<file path="src/rtl/cart_pkg.sv">
// Shared types and constants for the SuperGame cartridge mapper.
// Window bases follow the 7800 cartridge address map ($4000/$8000/$C000).
package cart_pkg;

  typedef enum logic [1:0] {
    MAP_FLAT   = 2'd0,
    MAP_SG     = 2'd1,
    MAP_SG_RAM = 2'd2,
    MAP_RSVD   = 2'd3
  } mapper_e;

  localparam int          BANK_W     = 4;
  localparam logic [15:0] WIN_4000   = 16'h4000;
  localparam logic [15:0] WIN_8000   = 16'h8000;
  localparam logic [15:0] WIN_C000   = 16'hC000;
  localparam logic [15:0] POKEY_SPAN = 16'h0010;

  // Number of 16K banks in the image, capped at what the bank register can address.
  function automatic logic [4:0] calc_bank_count(input logic [31:0] size);
    logic [7:0] banks;
    banks = size[21:14];
    return (banks > 8'd16) ? 5'd16 : banks[4:0];
  endfunction

  function automatic logic [BANK_W-1:0] calc_bank_mask(input logic [4:0] cnt);
    if (cnt <= 5'd1)      return 4'h0;
    else if (cnt <= 5'd2) return 4'h1;
    else if (cnt <= 5'd4) return 4'h3;
    else if (cnt <= 5'd8) return 4'h7;
    else                  return 4'hF;
  endfunction

endpackage

</file>
<file path="src/rtl/supergame_mapper_if.sv">
// CPU-side cartridge bus as seen by the mapper.
// A bus write is taken on the sampled phi2 falling edge while cart_cs=1, rw=0 and dma_read=0.
interface supergame_mapper_if;
  logic        pclk_2;
  logic [15:0] address_in;
  logic        rw;
  logic [7:0]  din;
  logic        dma_read;
  logic        cart_cs;

  modport master (output pclk_2, address_in, rw, din, dma_read, cart_cs);
  modport slave  (input  pclk_2, address_in, rw, din, dma_read, cart_cs);
endinterface

</file>
<file path="src/rtl/sg_bank_reg.sv">
// Phi2 edge detect, write commit qualification, SG bank register and cart RAM write strobe.
module sg_bank_reg
  import cart_pkg::*;
(
  input  logic              clk,
  input  logic              rst,
  supergame_mapper_if.slave bus,
  input  mapper_e           mapper,
  input  logic              pokey_en,
  input  logic [BANK_W-1:0] bank_mask,
  output logic [BANK_W-1:0] bank,
  output logic              ram_we
);

  logic              p2_prev_q, p2_prev_d;
  logic [BANK_W-1:0] bank_q, bank_d;
  logic              ram_we_q, ram_we_d;
  logic              p2_fall, commit, sg_mode;
  logic              in_bank_win, in_ram_win, pokey_hit;
  logic              unused_din;

  assign unused_din = ^bus.din[7:4];

  always_comb begin
    p2_prev_d   = bus.pclk_2;
    p2_fall     = p2_prev_q & ~bus.pclk_2;
    commit      = p2_fall & bus.cart_cs & ~bus.rw & ~bus.dma_read;
    sg_mode     = (mapper == MAP_SG) || (mapper == MAP_SG_RAM);
    in_bank_win = (bus.address_in >= WIN_8000) && (bus.address_in < WIN_C000);
    in_ram_win  = (bus.address_in >= WIN_4000) && (bus.address_in < WIN_8000);
    pokey_hit   = pokey_en && (bus.address_in >= WIN_4000) &&
                  (bus.address_in < (WIN_4000 + POKEY_SPAN));

    bank_d = bank_q;
    if (commit && sg_mode && in_bank_win) begin
      bank_d = bus.din[3:0] & bank_mask;
    end
    // POKEY registers shadow the bottom of the RAM window, so they never strobe RAM.
    ram_we_d = commit && (mapper == MAP_SG_RAM) && in_ram_win && !pokey_hit;
  end

  always_ff @(posedge clk or posedge rst) begin
    if (rst) begin
      p2_prev_q <= 1'b0;
      bank_q    <= '0;
      ram_we_q  <= 1'b0;
    end else begin
      p2_prev_q <= p2_prev_d;
      bank_q    <= bank_d;
      ram_we_q  <= ram_we_d;
    end
  end

  assign bank   = bank_q;
  assign ram_we = ram_we_q;

endmodule

</file>
<file path="src/rtl/supergame_mapper.sv">
// Atari 7800 cartridge mapper: flat and SuperGame ROM banking, optional cart RAM and POKEY window.
// All select/address outputs are combinational; only the bank register and RAM strobe are clocked.
module supergame_mapper
  import cart_pkg::*;
(
  input  logic        sysclk_7_143,
  input  logic        reset,
  input  logic        pclk_2,
  input  logic [15:0] address_in,
  input  logic        rw,
  input  logic [7:0]  din,
  input  logic        dma_read,
  input  logic        cart_cs,
  input  logic [9:0]  cart_flags,
  input  logic [31:0] cart_size,
  output logic [17:0] rom_address,
  output logic        rom_sel,
  output logic        ram_sel,
  output logic        ram_we,
  output logic [13:0] ram_address,
  output logic        pokey_sel,
  output logic [3:0]  bank
);

  supergame_mapper_if bus ();

  assign bus.pclk_2     = pclk_2;
  assign bus.address_in = address_in;
  assign bus.rw         = rw;
  assign bus.din        = din;
  assign bus.dma_read   = dma_read;
  assign bus.cart_cs    = cart_cs;

  mapper_e           mapper;
  logic              pokey_en;
  logic [4:0]        bank_count;
  logic [BANK_W-1:0] bank_mask;
  logic [4:0]        last_bank, second_bank;
  logic [32:0]       flat_sum;
  logic              unused_flags;

  assign unused_flags = ^cart_flags[9:3];

  sg_bank_reg u_bank (
    .clk       (sysclk_7_143),
    .rst       (reset),
    .bus       (bus),
    .mapper    (mapper),
    .pokey_en  (pokey_en),
    .bank_mask (bank_mask),
    .bank      (bank),
    .ram_we    (ram_we)
  );

  always_comb begin
    mapper      = mapper_e'(cart_flags[1:0]);
    pokey_en    = cart_flags[2];
    bank_count  = calc_bank_count(cart_size);
    bank_mask   = calc_bank_mask(bank_count);
    last_bank   = bank_count - 5'd1;
    second_bank = bank_count - 5'd2;
    // Flat images are right-justified against $FFFF; a carry past $10000 means the address is inside the image.
    flat_sum    = {17'b0, address_in} + {1'b0, cart_size};

    rom_address = '0;
    rom_sel     = 1'b0;
    ram_sel     = 1'b0;
    ram_address = '0;
    pokey_sel   = 1'b0;

    if (cart_cs) begin
      case (mapper)
        MAP_SG, MAP_SG_RAM: begin
          if (address_in >= WIN_C000) begin
            rom_sel     = 1'b1;
            rom_address = {last_bank[3:0], address_in[13:0]};
          end else if (address_in >= WIN_8000) begin
            rom_sel     = 1'b1;
            rom_address = {bank, address_in[13:0]};
          end else if (address_in >= WIN_4000) begin
            if (mapper == MAP_SG) begin
              rom_sel     = 1'b1;
              rom_address = {second_bank[3:0], address_in[13:0]};
            end else begin
              ram_sel     = 1'b1;
              ram_address = address_in[13:0];
            end
          end
        end
        default: begin
          rom_sel     = (flat_sum >= 33'h1_0000);
          rom_address = flat_sum[17:0] - 18'h1_0000;
        end
      endcase

      if (pokey_en && (address_in >= WIN_4000) && (address_in < (WIN_4000 + POKEY_SPAN))) begin
        pokey_sel = 1'b1;
        rom_sel   = 1'b0;
        ram_sel   = 1'b0;
      end
    end
  end

endmodule

</file>
<file path="config.mk">
export PLATFORM = sky130hd
export DESIGN_NAME = supergame_mapper
export DESIGN_NICKNAME = d
export VERILOG_FILES = /design/src/rtl/cart_pkg.sv /design/src/rtl/supergame_mapper_if.sv /design/src/rtl/sg_bank_reg.sv /design/src/rtl/supergame_mapper.sv
export SDC_FILE = /design/constraint.sdc
export NUM_CORES = 1
export LEC_CHECK = 0
export ABC_AREA = 1
export ABC_CLOCK_PERIOD_IN_PS = 4600
export CORE_ASPECT_RATIO = 0.7
export CORE_MARGIN = 5
export CORE_UTILIZATION = 46
export CTS_CLUSTER_DIAMETER = 200
export CTS_CLUSTER_SIZE = 10
export DETAILED_ROUTE_END_ITERATION = 7
export HOLD_SLACK_MARGIN = 0.02
export PLACE_DENSITY = 0.83
export SYNTH_ARGS = -nofsm -noshare
export SYNTH_HDL_FRONTEND = slang
export SYNTH_SLANG_ARGS = --single-unit
</file>
<file path="constraint.sdc">
create_clock -name sysclk_7_143 -period 4.6 [get_ports sysclk_7_143]
set_input_delay 0.92 -clock sysclk_7_143 [delete_from_list [all_inputs] [get_ports sysclk_7_143]]
set_output_delay 0.92 -clock sysclk_7_143 [all_outputs]
set_load 0.005 [all_outputs]
</file>
### Word level (Yosys, flattened, before mapping)

Index checks and enable logic that the tools add are counted.

* add/sub/neg operators: 4
* magnitude comparators: 12
* equality and inequality tests: 2
* mux-type cells: 33
* bitwise logic cells: 8
* reductions and logical operators: 12

Operators with widths (count)
* two-way mux 18 bit: 6
* two-way mux 14 bit: 6
* adder 16 x 32 -> 33 bit: 1
* greater-or-equal comparator 33 x 17 -> 1 bit (second input constant): 1
* greater-or-equal comparator 16 bit (second input constant): 2
* < comparator 16 bit (second input constant): 2
* subtractor 18 x 17 -> 18 bit (second input constant): 1
* greater-or-equal comparator 16 x 15 -> 1 bit (second input constant): 1
* < comparator 16 x 15 -> 1 bit (second input constant): 1
* two-way mux 1 bit: 16
* two-way mux 4 bit: 4
* logical AND 1 bit: 9
* greater-than comparator 8 x 5 -> 1 bit (second input constant): 1
* <= comparator 5 x 1 -> 1 bit (second input constant): 1
* <= comparator 5 x 2 -> 1 bit (second input constant): 1
* <= comparator 5 x 3 -> 1 bit (second input constant): 1
* <= comparator 5 x 4 -> 1 bit (second input constant): 1
* two-way mux 5 bit: 1
* bitwise AND 1 bit: 4
* bitwise AND 4 bit: 1
* subtractor 4 x 1 -> 4 bit (second input constant): 1
* subtractor 4 x 2 -> 4 bit (second input constant): 1
* inverter 1 bit: 3
* equality test 2 x 1 -> 1 bit (second input constant): 1
* other kinds (4): 4

* flip-flop bits (word level): 6
* input bits: 72
* output and inout port bits: 40

### Logic depth before layout (Yosys ltp)

* word-level depth: 9
* gate-level depth with buffers: 23
* depth with buffers taken out: 22

### Cells and area by module

From an unflattened synthesis, not the netlist that was laid out.

* cell total of the unflattened synthesis: 607
* area total of the unflattened synthesis: 2987.9 um2

By module, submodules not included
* supergame_mapper: instances 1, cells each 558, area each 2636.3 um2, sequential area each 0.0 um2
* sg_bank_reg: instances 1, cells each 49, area each 351.6 um2, sequential area each 150.1 um2

### Worst setup path after synthesis

No wires, ideal clock.

* path kind: input to output
* start: in address_in[0]
* end: out rom_sel
* arrival time: 3.033 ns
* data required time: 3.680 ns
* path slack: 0.647 ns
* cell stages on the path: 20
* path buffers: 0
* cell sequence: ha_1 fa_1 nand3_1 nand2_2 nand2_2 nand2_1 nand2_1 nand3_1 nand2_1 ha_1 nand2_1 nor2_1 nand3_1 nor2_1 nand2_1 nor2_1 nand3_1 o21bai_1 nor2_1 a21oi_1

* word-level cells in the longest chain between the ends: 7

RTL lines
* start: declaration: RTL line supergame_mapper.sv:9 `input logic [15:0] address_in,`
* branches (longest 5 deep; another with adder 16 x 32 -> 33 bit)
* two-way mux 1 bit *: RTL line supergame_mapper.sv:96 `if (pokey_en && (address_in >= WIN_4000) && (address_in < (WIN_4000 + POKEY_SPAN))) begin`
* two-way mux 1 bit *: RTL line supergame_mapper.sv:71 `if (cart_cs) begin`
* end: declaration: RTL line supergame_mapper.sv:17 `output logic rom_sel,`

Mark *: on every way between the ends.

### Final worst setup path

Same ends and word-level chain as after synthesis.

==> qor.txt <==
Antenna violations before repair = 0
Setup-failing EPs final = 0
Count of cell types in the netlist = 38
Sink Count = 6
Gr ovfl total = 0
WP buf/inv = 2
DP Wirelength = 10600 um
Crit. End Element = output port
RSZ-0062 raised after global routing = true
Critical Path Fanout Max = 2
Setup WS post-layout = 0.100 ns
Async SR Flop Fraction = 1.00
Pre-CTS WS = -0.663 ns
Area delta synth->final = 71.4%
Setup slack, reg-to-reg = 3.11 ns
H-tree levels = 1
Clk_lat worst skew = 0.23 ns
Hold path cells = 2
Pwr/cell area = 139 mW/mm^2
Core Util, Final = 0.808
Final hold slack = 0.531 ns
TritonCTS clock tree = done
Filler Cells Inserted = 456
Core Area = 0.00622 mm^2
Setup Skew = 0.000732 ns
Slew @ Worst Pin = 0.630 ns
YS warnings = 0
Worst min path class = reg2reg
Tmin final = 4.50 ns
Die Y = 76.8 um
Fmax = 222 MHz
Critical path launch point type = input port
Slew Limit Fails = 0
Hold path startpoint = u_bank.bank[3]$_DFFE_PP0P_
Clock slew at reported path FFs = 0.04 ns
Port buffer count = 100
Largest net degree at the start of global routing = 19
DR vias/cell = 5.35
Commonest non-fill, non-tap cells in the layout = nand2_1 (174), inv_1 (102), buf_4 (90)
Final Hold Viols = 0
Crit path kind = in2out
Post-synth top flop = dfrtp_1
Critical path's slowest cell = fa_2
CP arrival = 3.58 ns
Commonest non-fill, non-tap cell in the layout = nand2_1
R2r worst-path depth = 7
DRC = 0
Clk root buf = clkbuf_8
Layout cells sized above 1 = 0.227
Hold_buf cts = 0
CP delay by family, top = simple AND/OR/NAND/NOR gates
Final period util = 0.978
Critical Path RT = 3.68 ns
WL/cell = 15.4 um
Total GRT Usage = 0.299
Rel. slew slack = 0.579
Worst reg2reg path startpoint = u_bank.p2_prev_q$_DFF_PP0_
# nets final = 866
I/O pin count = 112
Pre-Repair DR Iteration Count = 6
Die width = 105 um
Slowest stage delay, CP = 0.37 ns
Yosys reg bits = 6
Max rail drop VDD = 0.0000836 V
Placement Rows = 24
Die area = 0.00809 mm^2
Syn_nets = 677
Synth Cell Area = 0.00293 mm^2
Iter 0 DRT Violations = 480
Initial core utilization = 0.471
Cell breakdown of the critical path = dlygate4sd2_1 -> ha_2 -> fa_2 -> nand3_2 -> nand2_2 -> nand2_2 -> nand2_2 -> nand2_4 -> nand3_2 -> nand2_1 -> ha_2 -> nand2_1 -> nor2_2 -> nand3_1 -> nor2_1 -> nand2_1 -> nor2_2 -> nand3_1 -> o21bai_1 -> nor2_1 -> a21oi_1 -> buf_2
Outcome = complete, no violations
Routability Congestion = 0.989
Worst Hold Endpoint = u_bank.bank[3]$_DFFE_PP0P_
Post-synthesis sequential area ratio = 0.0512
Post-DRT Antenna Nets = 0
First-pass GRT wire length = 20100 um
Post-Syn Area per Cell = 5.06 um^2
DR vias = 4516
Drt total wl = 13000 um
CTS Buf Count = 3
Antenna cell count = 0
Synthesized instance count = 579
RR Endpoint = u_bank.bank[1]$_DFFE_PP0P_
Post-synth EDFFs = 0
Vias in the first global route = 4188
Clock buffer depth = 2
Leakage = 2.74 nW
Max_cap viols = 0
==> sequential cells by signal, summed over array words and instances, names as in the netlist <==
register	count
u_bank.bank	4
u_bank.p2_prev_q	1
u_bank.ram_we	1
==> power breakdown <==
group          leakage (nW)  switching [mW]  internal (mW)
sequential           0.0763         0.00320         0.0571
clock                0.0216          0.0252         0.0565
combinational          2.64           0.284          0.273
==> synthesized netlist by cell type, types with 2 or more instances <==
master,instances,area share
nor3_1,8,0.014
a21oi_1,20,0.034
inv_2,9,0.012
nor3_2,2,0.0068
dfrtp_1,6,0.051
nor2_1,73,0.094
o2111ai_1,2,0.0060
and2_1,2,0.0043
xor2_1,4,0.012
nor4_1,2,0.0043
a31oi_1,2,0.0043
o31ai_1,2,0.0051
nand3b_1,11,0.028
nand2_1,185,0.24
nand3_1,47,0.080
inv_1,105,0.13
nor2_2,2,0.0043
o21ai_0,15,0.026
o211ai_1,7,0.018
or2_1,2,0.0043
a211oi_1,3,0.0077
nand3_2,2,0.0068
clkbuf_1,4,0.0051
o21ai_1,2,0.0034
ha_1,25,0.11
nand4_1,13,0.028
nand2_2,13,0.028
==> worst max-delay path by stage <==
| stage | startpoint | endpoint | slack [ns] | cells past startpoint |
|---|---|---|---|---|
| 5_1_grt | cart_size[6] | rom_sel | -0.07 | 24 |
| 3_3_place_gp | address_in[0] | rom_sel | -0.63 | 22 |
| 4_1_cts | address_in[12] | rom_sel | 0.002 | 20 |
| 6_report | address_in[0] | rom_sel | 0.1 | 22 |
| 2_1_floorplan | address_in[0] | rom_sel | 0.65 | 20 |
| 3_5_place_dp | address_in[0] | rom_sel | -0.66 | 22 |
==> worst min-delay path, stage by stage, from the launching register on <==
cell and delay, ns:
dfrtp_1 0.37, nand2_1 0.06, o21ai_0 0.06
==> cell families (layout without fill, tap and decap cells) <==
| kind of cell | count (synthesis) | in the layout | share of synthesized area |
|---|---|---|---|
| AND/OR/NAND/NOR | 364 | 364 | 0.546 |
| adder cells (fa/ha/maj) | 26 | 26 | 0.114 |
| AO/OA/AOI/OAI | 58 | 58 | 0.118 |
| buffers and inverters | 120 | 307 | 0.157 |
| flip-flops | 6 | 6 | 0.0512 |
| XOR/XNOR | 5 | 5 | 0.0149 |
==> stage by stage <==
step | instances | instance area [um^2] | setup TNS [ns] | power, mW
global route | 844 | 5020 | -0.0678 | 0.750
global placement | 837 | 4640 | -0.697 | 0.548
detailed placement | 837 | 4640 | -0.867 | 0.557
finish | 844 | 5020 | 0 | 0.699
floorplan | 579 | 2930 | 0 | 0.286
CTS | 841 | 4910 | 0 | 0.669
==> timing repair <==
item	in CTS	in global routing
endpoints found under the hold margin	0	0
resized for setup	65	30
endpoints found under the setup margin	4	3
buffers inserted	1	3
pin swaps	15	17
==> layer usage <==
layer	up-vias	GRT usage	part of all wire
met3	18	0.0713	0.12
met2	243	0.490	0.45
met4	0	0.0459	0.012
met1	2041	0.405	0.42
li1	2214	-	-
met5	-	0	0
==> cell type report <==
class | count | area, um^2 | area share
multi-input cells | 453 | 2630 | 0.524
inverters | 114 | 428 | 0.0852
repair buffers | 190 | 1680 | 0.333
flip-flops and latches | 6 | 150 | 0.0299
clock buffers | 3 | 41.3 | 0.00822
well taps | 78 | 97.6 | 0.0194
Note: power is estimated with default switching activity, not from simulation.
